[src/rtl/ddr_pkg.sv]
// Shared types and constants for the dance-game note path.
// Used by the choreography stage and the note judge.
package ddr_pkg;
    localparam int LANES = 4;
    localparam int PERFECT_PTS = 3;
    localparam int GOOD_PTS = 1;
    localparam logic [15:0] SCORE_MAX = 16'hFFFF;
    localparam logic [7:0] COMBO_MAX = 8'hFF;

    typedef logic [LANES-1:0] lane_oh_t;

    typedef enum logic [1:0] {
        J_NONE,
        J_MISS,
        J_HIT,
        J_STRAY
    } judge_t;

    function automatic logic is_onehot(lane_oh_t v);
        return (v != '0) && ((v & (v - lane_oh_t'(1))) == '0);
    endfunction
endpackage

[src/rtl/lane_fifo.sv]
// Per-lane FIFO of note spawn timestamps.
// Push and pop may happen in the same cycle; push into a full FIFO needs a pop.
module lane_fifo #(
    parameter int DEPTH = 4,
    parameter int TW = 10
) (
    input  logic          clock,
    input  logic          resetn,
    input  logic          push,
    input  logic          pop,
    input  logic [TW-1:0] din,
    output logic [TW-1:0] head,
    output logic          empty,
    output logic          full
);
    localparam int AW = (DEPTH > 1) ? $clog2(DEPTH) : 1;
    localparam logic [AW-1:0] PTR_ONE = 1;
    localparam logic [AW:0] CNT_ONE = 1;
    localparam logic [AW:0] CNT_FULL = DEPTH;

    logic [TW-1:0] mem_q [DEPTH];
    logic [TW-1:0] mem_d [DEPTH];
    logic [AW-1:0] wr_q, wr_d, rd_q, rd_d;
    logic [AW:0] cnt_q, cnt_d;
    logic do_push, do_pop;

    assign empty = (cnt_q == '0);
    assign full = (cnt_q == CNT_FULL);
    assign head = mem_q[rd_q];

    always_comb begin
        mem_d = mem_q;
        wr_d = wr_q;
        rd_d = rd_q;
        cnt_d = cnt_q;
        do_pop = pop & ~empty;
        do_push = push & (~full | do_pop);
        if (do_push) begin
            mem_d[wr_q] = din;
            wr_d = wr_q + PTR_ONE;
        end
        if (do_pop) begin
            rd_d = rd_q + PTR_ONE;
        end
        if (do_push && !do_pop) begin
            cnt_d = cnt_q + CNT_ONE;
        end else if (do_pop && !do_push) begin
            cnt_d = cnt_q - CNT_ONE;
        end
    end

    always_ff @(posedge clock) begin
        if (resetn) begin
            mem_q <= '{default: '0};
            wr_q <= '0;
            rd_q <= '0;
            cnt_q <= '0;
        end else begin
            mem_q <= mem_d;
            wr_q <= wr_d;
            rd_q <= rd_d;
            cnt_q <= cnt_d;
        end
    end
endmodule

[src/rtl/note_judge.sv]
// Tracks falling notes per lane and judges key presses against the target line.
// Emits hit/perfect/miss pulses and keeps saturating score and combo.
module note_judge
    import ddr_pkg::*;
#(
    parameter int TICK_DIV = 416666,
    parameter int TRAVEL = 240,
    parameter int WINDOW = 8,
    parameter int DEPTH = 4,
    parameter int TW = 10
) (
    input  logic             clock,
    input  logic             resetn,
    input  logic             step_pulse,
    input  logic [LANES-1:0] step_lane,
    input  logic [LANES-1:0] keys,
    output logic [LANES-1:0] hit_pulse,
    output logic [LANES-1:0] perfect_pulse,
    output logic [LANES-1:0] miss_pulse,
    output logic [15:0]      score,
    output logic [7:0]       combo,
    output logic [LANES-1:0] lane_pending,
    output logic             overflow
);
    localparam int DW = (TICK_DIV > 1) ? $clog2(TICK_DIV) : 1;
    localparam logic [DW-1:0] DIV_LAST = DW'(TICK_DIV - 1);
    localparam logic [DW-1:0] DIV_ONE = 1;
    localparam logic [TW-1:0] NOW_ONE = 1;
    localparam logic [TW-1:0] LATE = TW'(TRAVEL + WINDOW);
    localparam logic [TW-1:0] EARLY = TW'(TRAVEL - WINDOW);
    localparam logic [TW-1:0] P_LO = TW'(TRAVEL - WINDOW / 2);
    localparam logic [TW-1:0] P_HI = TW'(TRAVEL + WINDOW / 2);

    logic [DW-1:0] div_q, div_d;
    logic [TW-1:0] now_q, now_d;
    logic [LANES-1:0] key_q, key_d;
    logic [LANES-1:0] hit_q, hit_d, perfect_q, perfect_d, miss_q, miss_d;
    logic [15:0] score_q, score_d;
    logic [7:0] combo_q, combo_d;
    logic overflow_q, overflow_d;

    logic [LANES-1:0] key_edge, fifo_push, fifo_pop, fifo_empty, fifo_full;
    logic [TW-1:0] head [LANES];
    logic [TW-1:0] age [LANES];
    judge_t judge [LANES];
    logic spawn_ok, brk;
    logic [4:0] inc;
    logic [2:0] nhits;
    logic [16:0] score_sum;
    logic [8:0] combo_sum;

    for (genvar g = 0; g < LANES; g++) begin : g_lane
        lane_fifo #(.DEPTH(DEPTH), .TW(TW)) u_fifo (
            .clock (clock),
            .resetn(resetn),
            .push  (fifo_push[g]),
            .pop   (fifo_pop[g]),
            .din   (now_q),
            .head  (head[g]),
            .empty (fifo_empty[g]),
            .full  (fifo_full[g])
        );
    end

    always_comb begin
        div_d = (div_q == DIV_LAST) ? '0 : div_q + DIV_ONE;
        now_d = (div_q == DIV_LAST) ? now_q + NOW_ONE : now_q;
        key_d = keys;
        key_edge = keys & ~key_q;
        spawn_ok = step_pulse & is_onehot(step_lane);
        hit_d = '0;
        perfect_d = '0;
        miss_d = '0;
        fifo_pop = '0;
        fifo_push = '0;
        inc = '0;
        nhits = '0;
        brk = 1'b0;
        for (int i = 0; i < LANES; i++) begin
            age[i] = now_q - head[i];
            judge[i] = J_NONE;
            // Expiry outranks a press so a late press is never credited.
            if (!fifo_empty[i] && age[i] > LATE) begin
                judge[i] = J_MISS;
            end else if (key_edge[i] && !fifo_empty[i]
                         && age[i] >= EARLY && age[i] <= LATE) begin
                judge[i] = J_HIT;
            end else if (key_edge[i]) begin
                judge[i] = J_STRAY;
            end
            case (judge[i])
                J_MISS: begin
                    miss_d[i] = 1'b1;
                    fifo_pop[i] = 1'b1;
                    brk = 1'b1;
                end
                J_HIT: begin
                    hit_d[i] = 1'b1;
                    fifo_pop[i] = 1'b1;
                    nhits = nhits + 3'd1;
                    if (age[i] >= P_LO && age[i] <= P_HI) begin
                        perfect_d[i] = 1'b1;
                        inc = inc + 5'(PERFECT_PTS);
                    end else begin
                        inc = inc + 5'(GOOD_PTS);
                    end
                end
                J_STRAY: brk = 1'b1;
                default: ;
            endcase
            fifo_push[i] = spawn_ok & step_lane[i]
                           & (~fifo_full[i] | fifo_pop[i]);
        end
        overflow_d = overflow_q
                     | (spawn_ok & |(step_lane & fifo_full & ~fifo_pop));
        score_sum = {1'b0, score_q} + {12'd0, inc};
        score_d = score_sum[16] ? SCORE_MAX : score_sum[15:0];
        combo_sum = {1'b0, combo_q} + {6'd0, nhits};
        combo_d = combo_sum[8] ? COMBO_MAX : combo_sum[7:0];
        if (brk) begin
            combo_d = '0;
        end
    end

    always_ff @(posedge clock) begin
        if (resetn) begin
            div_q <= '0;
            now_q <= '0;
            key_q <= '1;
            hit_q <= '0;
            perfect_q <= '0;
            miss_q <= '0;
            score_q <= '0;
            combo_q <= '0;
            overflow_q <= 1'b0;
        end else begin
            div_q <= div_d;
            now_q <= now_d;
            key_q <= key_d;
            hit_q <= hit_d;
            perfect_q <= perfect_d;
            miss_q <= miss_d;
            score_q <= score_d;
            combo_q <= combo_d;
            overflow_q <= overflow_d;
        end
    end

    assign hit_pulse = hit_q;
    assign perfect_pulse = perfect_q;
    assign miss_pulse = miss_q;
    assign score = score_q;
    assign combo = combo_q;
    assign lane_pending = ~fifo_empty;
    assign overflow = overflow_q;
endmodule

[config.mk]
export PLATFORM = sky130hd
export DESIGN_NAME = note_judge
export DESIGN_NICKNAME = d
export VERILOG_FILES = /design/src/rtl/ddr_pkg.sv /design/src/rtl/lane_fifo.sv /design/src/rtl/note_judge.sv
export SDC_FILE = /design/constraint.sdc
export NUM_CORES = 1
export LEC_CHECK = 0
export CORE_ASPECT_RATIO = 1.75
export CORE_MARGIN = 1
export CORE_UTILIZATION = 40
export DETAILED_ROUTE_END_ITERATION = 10
export GPL_TIMING_DRIVEN = 0
export PLACE_DENSITY = 0.66
export SLEW_MARGIN = 20
export SYNTH_ARGS = -nofsm -noshare
export SYNTH_HDL_FRONTEND = slang
export SYNTH_HIERARCHICAL = 1
export SYNTH_SLANG_ARGS = --single-unit
[constraint.sdc]
create_clock -name clock -period 7.2 [get_ports clock]
set_clock_uncertainty 0.2 [all_clocks]
set_input_delay 2.16 -clock clock [delete_from_list [all_inputs] [get_ports clock]]
set_output_delay 2.16 -clock clock [all_outputs]
set_load 0.1 [all_outputs]
==> results.json <==
{
  "finalCriticalPeriod_ns": 7.39,
  "cts_tree": "yes",
  "fp.dieH_um": 259,
  "drt-pass1-iter-count": 5,
  "grt_start_max_net_pins": 22,
  "cp.required_ns": 7.40,
  "rsz0062_at_grt": "true",
  "via_per_inst": 5.47,
  "violations": "setup timing",
  "synth_edf_count": 0,
  "path_class": "reg -> reg",
  "coreArea_um2": 37000,
  "vias": 11874,
  "cts.sinks": 258,
  "clk_pin_slew_ns": 0.06,
  "drc_errors": 0,
  "cp_slowest_stage_delay_ns": 0.51,
  "area_delta_synth_final_pct": 16.5,
  "worst_slew_pin_slew_ns": 1.01,
  "antenna_left": 0,
  "highest_layer": "met4",
  "dieWidth_um": 149,
  "combPwrFrac_pct": 5.5,
  "antenna_cells": 0,
  "htreeDepth": 1,
  "min_path_type": "reg -> reg",
  "final.setup.worst_slack_ns": -0.195,
  "nFillCells": 3481,
  "p_sw_uw": 696,
  "pin_count": 52,
  "hold_path.startpoint": "div_q[0]$_SDFF_PP0_",
  "postSynthCellCount": 1579,
  "hold_viol": 0,
  "syn-num-nets": 1675,
  "reg2regPathDepth": 34,
  "num_rows": 93,
  "slew_headroom_pct": 32.5,
  "timing.fmax_mhz": 135,
  "r2r_start": "g_lane[0].u_fifo/rd_q[0]$_SDFFE_PP0P_",
  "layout_commonest_cell": "dfxtp_1",
  "synth_area_um2": 15100,
  "post_drt_wl_per_cell_um": 17.9,
  "wl_met1_um": 15100,
  "cts_buffers": 26,
  "cts_root_buf": "clkbuf_16",
  "ir_worst_vdd_v": 0.000122,
  "pwr-share-clk_pct": 46.9,
  "met3RoutedLength_um": 1460,
  "cpMostUsedCell": "nor2_2",
  "status": "finished, violations left",
  "synth-seq-cells": 258,
  "whs_ns": 0.266,
  "clkLatencyLatePin_ns": 0.55,
  "cp-start-kind": "register",
  "synth_seq_area_share_pct": 34.2,
  "grt_pass1_wl_um": 62700,
  "dpl.hpwl_um": 28000,
  "track_usage_pct": 20.4,
  "end_kind": "register",
  "p_int_uw": 2340,
  "slew_violations": 0,
  "power.density_nw_per_um2": 173,
  "power_frac_seq_pct": 47.6,
  "swShare_pct": 22.9,
  "clk_path_buf_depth": 3,
  "slowest_stage": "fa_1",
  "ctsHoldBuffers": 0,
  "r2r_end": "score[10]$_SDFF_PP0_",
  "async_reset_ff_share_pct": 0,
  "cp_max_fo": 5,
  "ys_types": 81,
  "drive_gt1_share_pct": 13.5,
  "met2_wirelength_um": 20200,
  "grt_pass1_vias": 12418,
  "layout_common_cells": "dfxtp_1, nand2b_1, mux2i_1",
  "arrival_ns": 7.59,
  "r2r_slack_ns": -0.19,
  "nNetsFinal": 1771,
  "setup_viol": 16,
  "ys.flop_type": "dfxtp_1",
  "max_cap_violations": 0,
  "synth_area_per_cell_um2": 9.57,
  "die-area_um2": 38600,
  "antenna_found_initial": 0,
  "initial_utilization_pct": 40.8,
  "period_share_pct": 103,
  "ys.warnings.count": 6,
  "finalWirelength_um": 38800,
  "p_leak_uw": 0.00712,
  "gp_congestion": 0.892,
  "holdPathEnd": "div_q[0]$_SDFF_PP0_",
  "drt_iter0_markers": 412,
  "io_buffers": 50,
  "hold_path_depth": 1,
  "overflow": 0,
  "fin_setup_tns_ns": -2.45
}
==> critical path: cells and delay by family (launching register included) <==
family / cells / cell delay, ns
AND/OR/NAND/NOR: 12 / 2.08
adder cells (fa/ha/maj): 5 / 1.78
AO/OA/AOI/OAI: 10 / 1.61
buffers and inverters: 5 / 0.53
multiplexers: 1 / 0.50
flip-flops: 1 / 0.37
XOR/XNOR: 1 / 0.19
==> layer usage <==
layer  track usage, %  up-vias
met4             10.2        0
met5                0        -
met1             21.4     5803
li1                 -     5751
met3             2.71      101
met2             39.0      219
==> metrics by stage <==
stage          util [%]  power (uW)  cell area (um2)  worst slack, ns  instances
6_report           47.6        3040            17600           -0.195       2169
5_1_grt            47.6        3140            17600           -0.515       2169
4_1_cts            47.0        3070            17400           -0.409       2165
3_5_place_dp       43.9        1640            16300           -0.851       2104
3_3_place_gp       43.9        1640            16300           -0.763       2104
2_1_floorplan         -        1590            15200          -0.0405       1579
==> kinds of logic after synthesis <==
group	after synthesis	synth area share (%)
adders and majority gates	85	7.69
DFF	258	34.2
xor gates and xnor gates	78	4.52
AOI/OAI and AO/OA	209	9.23
muxes	214	17.5
and+or+nand+nor	582	22.2
buffers and inverters	153	4.67
==> state kept, by name, indices dropped and copies added, names as in the netlist <==
signal,cells
now_q,10
combo,8
g_lane.u_fifo/mem_q,160
key_q,4
score,16
div_q,19
hit_pulse,4
miss_pulse,4
g_lane.u_fifo/rd_q,8
perfect_pulse,4
g_lane.u_fifo/cnt_q,12
g_lane.u_fifo/wr_q,8
overflow,1
==> power groups by stage <==
stage,combinational (uW),clock [uW],sequential [uW]
3_3_place_gp,164,0,1480
2_1_floorplan,112,0,1480
3_5_place_dp,165,0,1480
5_1_grt,180,1520,1450
4_1_cts,167,1450,1450
6_report,167,1430,1450
==> worst max path at each step <==
| stage | endpoint | startpoint | slack (ns) |
|---|---|---|---|
| final | score[10]$_SDFF_PP0_ | g_lane[0].u_fifo/rd_q[0]$_SDFFE_PP0P_ | -0.19 |
| after global routing | score[9]$_SDFF_PP0_ | g_lane[0].u_fifo/rd_q[0]$_SDFFE_PP0P_ | -0.52 |
| after floorplan | score[10]$_SDFF_PP0_ | g_lane[0].u_fifo/rd_q[0]$_SDFFE_PP0P_ | -0.04 |
| after global placement | score[13]$_SDFF_PP0_ | keys[0] | -0.76 |
| after detailed placement | score[15]$_SDFF_PP0_ | keys[0] | -0.85 |
| after CTS | score[9]$_SDFF_PP0_ | g_lane[0].u_fifo/rd_q[0]$_SDFFE_PP0P_ | -0.41 |
==> repair_timing <==
| action | 4_1_cts | 5_1_grt |
|---|---|---|
| gates cloned | 1 | 0 |
| resized for setup | 28 | 44 |
| endpoints found under the setup margin | 16 | 17 |
| pin swaps | 19 | 20 |
| setup buffers | 14 | 6 |
| hold endpoints to repair | 0 | 0 |
==> final cells by class <==
| class | instances | area [um2] | area share (%) |
|---|---|---|---|
| plain buffers | 72 | 444 | 2.52 |
| clock inverters | 9 | 126 | 0.718 |
| inverters | 78 | 293 | 1.66 |
| clock buffers | 38 | 767 | 4.36 |
| well taps | 475 | 594 | 3.38 |
| multi-input cells | 1168 | 9520 | 54.1 |
| flip-flops and latches | 258 | 5170 | 29.4 |
| repair buffers | 71 | 682 | 3.87 |
==> Yosys cell counts, drive strengths merged, types with 35 or more instances <==
cell	count	area [um2]
nand2	54	203
nand2b	216	1350
xnor2	37	324
clkbuf	40	155
o21ai	38	201
xor2	41	359
nand3	37	185
ha	72	901
mux4	40	901
a21oi	57	285
inv	78	293
dfxtp	258	5160
nor2	103	389
buf	35	258
mux2i	170	1700
(Power assumes the default switching activity.)
==> RTL change, RTL diff (config.mk and constraints unchanged) <==
Change the parameter `TICK_DIV` from 416666 to 1666664.
--- a/src/rtl/note_judge.sv
+++ b/src/rtl/note_judge.sv
@@ -5,3 +5,3 @@
 #(
-    parameter int TICK_DIV = 416666,
+    parameter int TICK_DIV = 1666664,
     parameter int TRAVEL = 240,
Check against the original RTL: same outputs for any inputs over 10 cycles, from zero or initial values and one cycle with resetn high; that may be too few to reach the edited logic, so the function may still have changed.
==> RTL change against the unedited design <==
The flow still finishes with violations (setup timing); area after synthesis down 0.24%; clock power up 3%; total power up 1.3%; design area up 0.21%; synthesized cell count down 0.38%; wire length up 2.4%; sequential cell count up 2; setup slack worse by 0.24 ns; largest power group is now the clock network.
==> RTL change: results (changes against the unedited design) <==
| Metric | Value |
|---|---|
| Number of global-route vias before repair | `12410 (was 12420)` |
| RD Place Congestion | `0.8734 (was 0.8921)` |
| Initial DRC count | `403 (was 412)` |
| Vias/cell | `5.507 (was 5.474)` |
| Crit-path max cell delay | `0.55 ns (was 0.51 ns)` |
| Post-Syn Nets | `1668 (was 1675)` |
| Synth top cells by count | `260 x dfxtp_1, 212 x nand2b_1, 171 x mux2i_1, 105 x nor2_1, 81 x inv_1 (was 258 x dfxtp_1, 216 x nand2b_1, 170 x mux2i_1, 102 x nor2_1, 77 x inv_1)` |
| Slew HR | `0.2407 (was 0.3247)` |
| Final worst slack | `-0.4311 ns (was -0.1947 ns)` |
| CP max-delay cell | `mux4_2 (was fa_1)` |
| Share of layout cells above drive strength 1 | `0.1338 (was 0.1346)` |
| First-pass GRT wire length | `63.43 mm (was 62.75 mm)` |
| GR Util All Layers | `0.2080 (was 0.2040)` |
| Status | `complete, but fails checks (unchanged)` |
| Sequential fraction of the synthesis area | `0.3454 (was 0.3419)` |
| Fill cells | `3476 (was 3481)` |
| Setup Viol. Count Final | `16 (unchanged)` |
| CP max FO | `6 (was 5)` |
| Dpl ws | `-1.351 ns (was -0.8515 ns)` |
| WL/cell | `18.30 um (was 17.89 um)` |
| CP arrival | `7.90 ns (was 7.59 ns)` |
| Worst-path clk slew | `0.07 ns` |
| Synth area leaders | `dfxtp_1 35%, mux2i_1 11%, nand2b_1 8.8%, mux4_2 6.0%, ha_1 5.9% (was dfxtp_1 34%, mux2i_1 11%, nand2b_1 8.9%, ha_1 6.0%, mux4_2 6.0%)` |
| Buffers on Ports | `50 (unchanged)` |
| Setup TNS | `-6.317 ns (was -2.453 ns)` |
| Leak | `7.119 nW (was 7.120 nW)` |
| Number of flip-flops under the largest register name | `160 (unchanged)` |
| Internal | `2.371 mW (was 2.343 mW)` |
| Peak supply drop | `131.0 uV (was 121.9 uV)` |
| DP HPWL | `28.76 mm (was 28.00 mm)` |
| Root Driver | `clkbuf_16 (unchanged)` |
| Failing checks | `setup timing (unchanged)` |
-- RTL change: cell families (layout without fill, tap and decap cells) --
kind of cell | after synthesis | after routing | synth area share
multiplexers | 215 | 215 | 0.1769
adder cells (fa/ha/maj) | 84 | 84 | 0.07623
AO/OA/AOI/OAI | 221 | 221 | 0.09981
buffers and inverters | 157 | 280 | 0.04525
XOR/XNOR | 76 | 76 | 0.04417
AND/OR/NAND/NOR | 560 | 560 | 0.2122
flip-flops | 260 | 260 | 0.3454
-- RTL change: path summary, 6_finish.rpt --
kind	endpoint	slack [ns]	cells after the start
setup reg to reg	score[5]	-0.43	30
hold / removal	div_q[0]	0.25	1
setup / recovery	score[5]	-0.43	30
hold reg to reg	div_q[0]	0.25	1
-- RTL change: power by group through the flow --
| stage | Sequential, mW | Clock [mW] | Combinational [mW] |
|---|---|---|---|
| 2_1_floorplan | 1.49 | 0 | 0.107 |
| 3_3_place_gp | 1.49 | 0 | 0.154 |
| 3_5_place_dp | 1.49 | 0 | 0.155 |
| 4_1_cts | 1.46 | 1.50 | 0.157 |
| 5_1_grt | 1.46 | 1.55 | 0.167 |
| 6_report | 1.46 | 1.47 | 0.156 |
-- RTL change: routing by layer --
metal | vias to the layer above | track usage | routed length, um
met5 | - | 0 | 0
met4 | 0 | 0.09737 | 1694
met3 | 88 | 0.02148 | 1263
met2 | 231 | 0.4068 | 21400
met1 | 5856 | 0.2163 | 15360
li1 | 5780 | - | -
-- RTL change: metrics by stage --
step                      utilization  total power, mW  cells  area [sq um]
after global routing           0.4766            3.174   2171         17640
after detailed placement       0.4385            1.643   2098         16220
after floorplan                     -            1.593   1573         15130
after CTS                      0.4737            3.110   2166         17530
after global placement         0.4385            1.642   2098         16220
final                          0.4766            3.078   2171         17640
-- RTL change: what timing repair did --
item                       in CTS  in global routing
setup buffers                  21                  6
resized for setup              52                 18
pin swaps                      27                 15
cloned                          1                  0
setup endpoints to repair      16                 16
-- RTL change: cell type report --
cell class              instances  share of cell area
flip-flops and latches        260              0.2956
clock buffers                  39             0.04484
well taps                     475             0.03370
clock inverters                 9            0.007520
repair buffers                 77             0.04122
multi-input cells            1156              0.5359
plain buffers                  74             0.02398
inverters                      81             0.01724
-- RTL change: critical path, delay by kind of cell (launching register included) --
family	cells	cell delay [ns]
adder cells (fa/ha/maj)	5	1.85
AND/OR/NAND/NOR	10	2.04
buffers and inverters	5	0.60
multiplexers	3	1.13
AO/OA/AOI/OAI	7	1.37
flip-flops	1	0.37
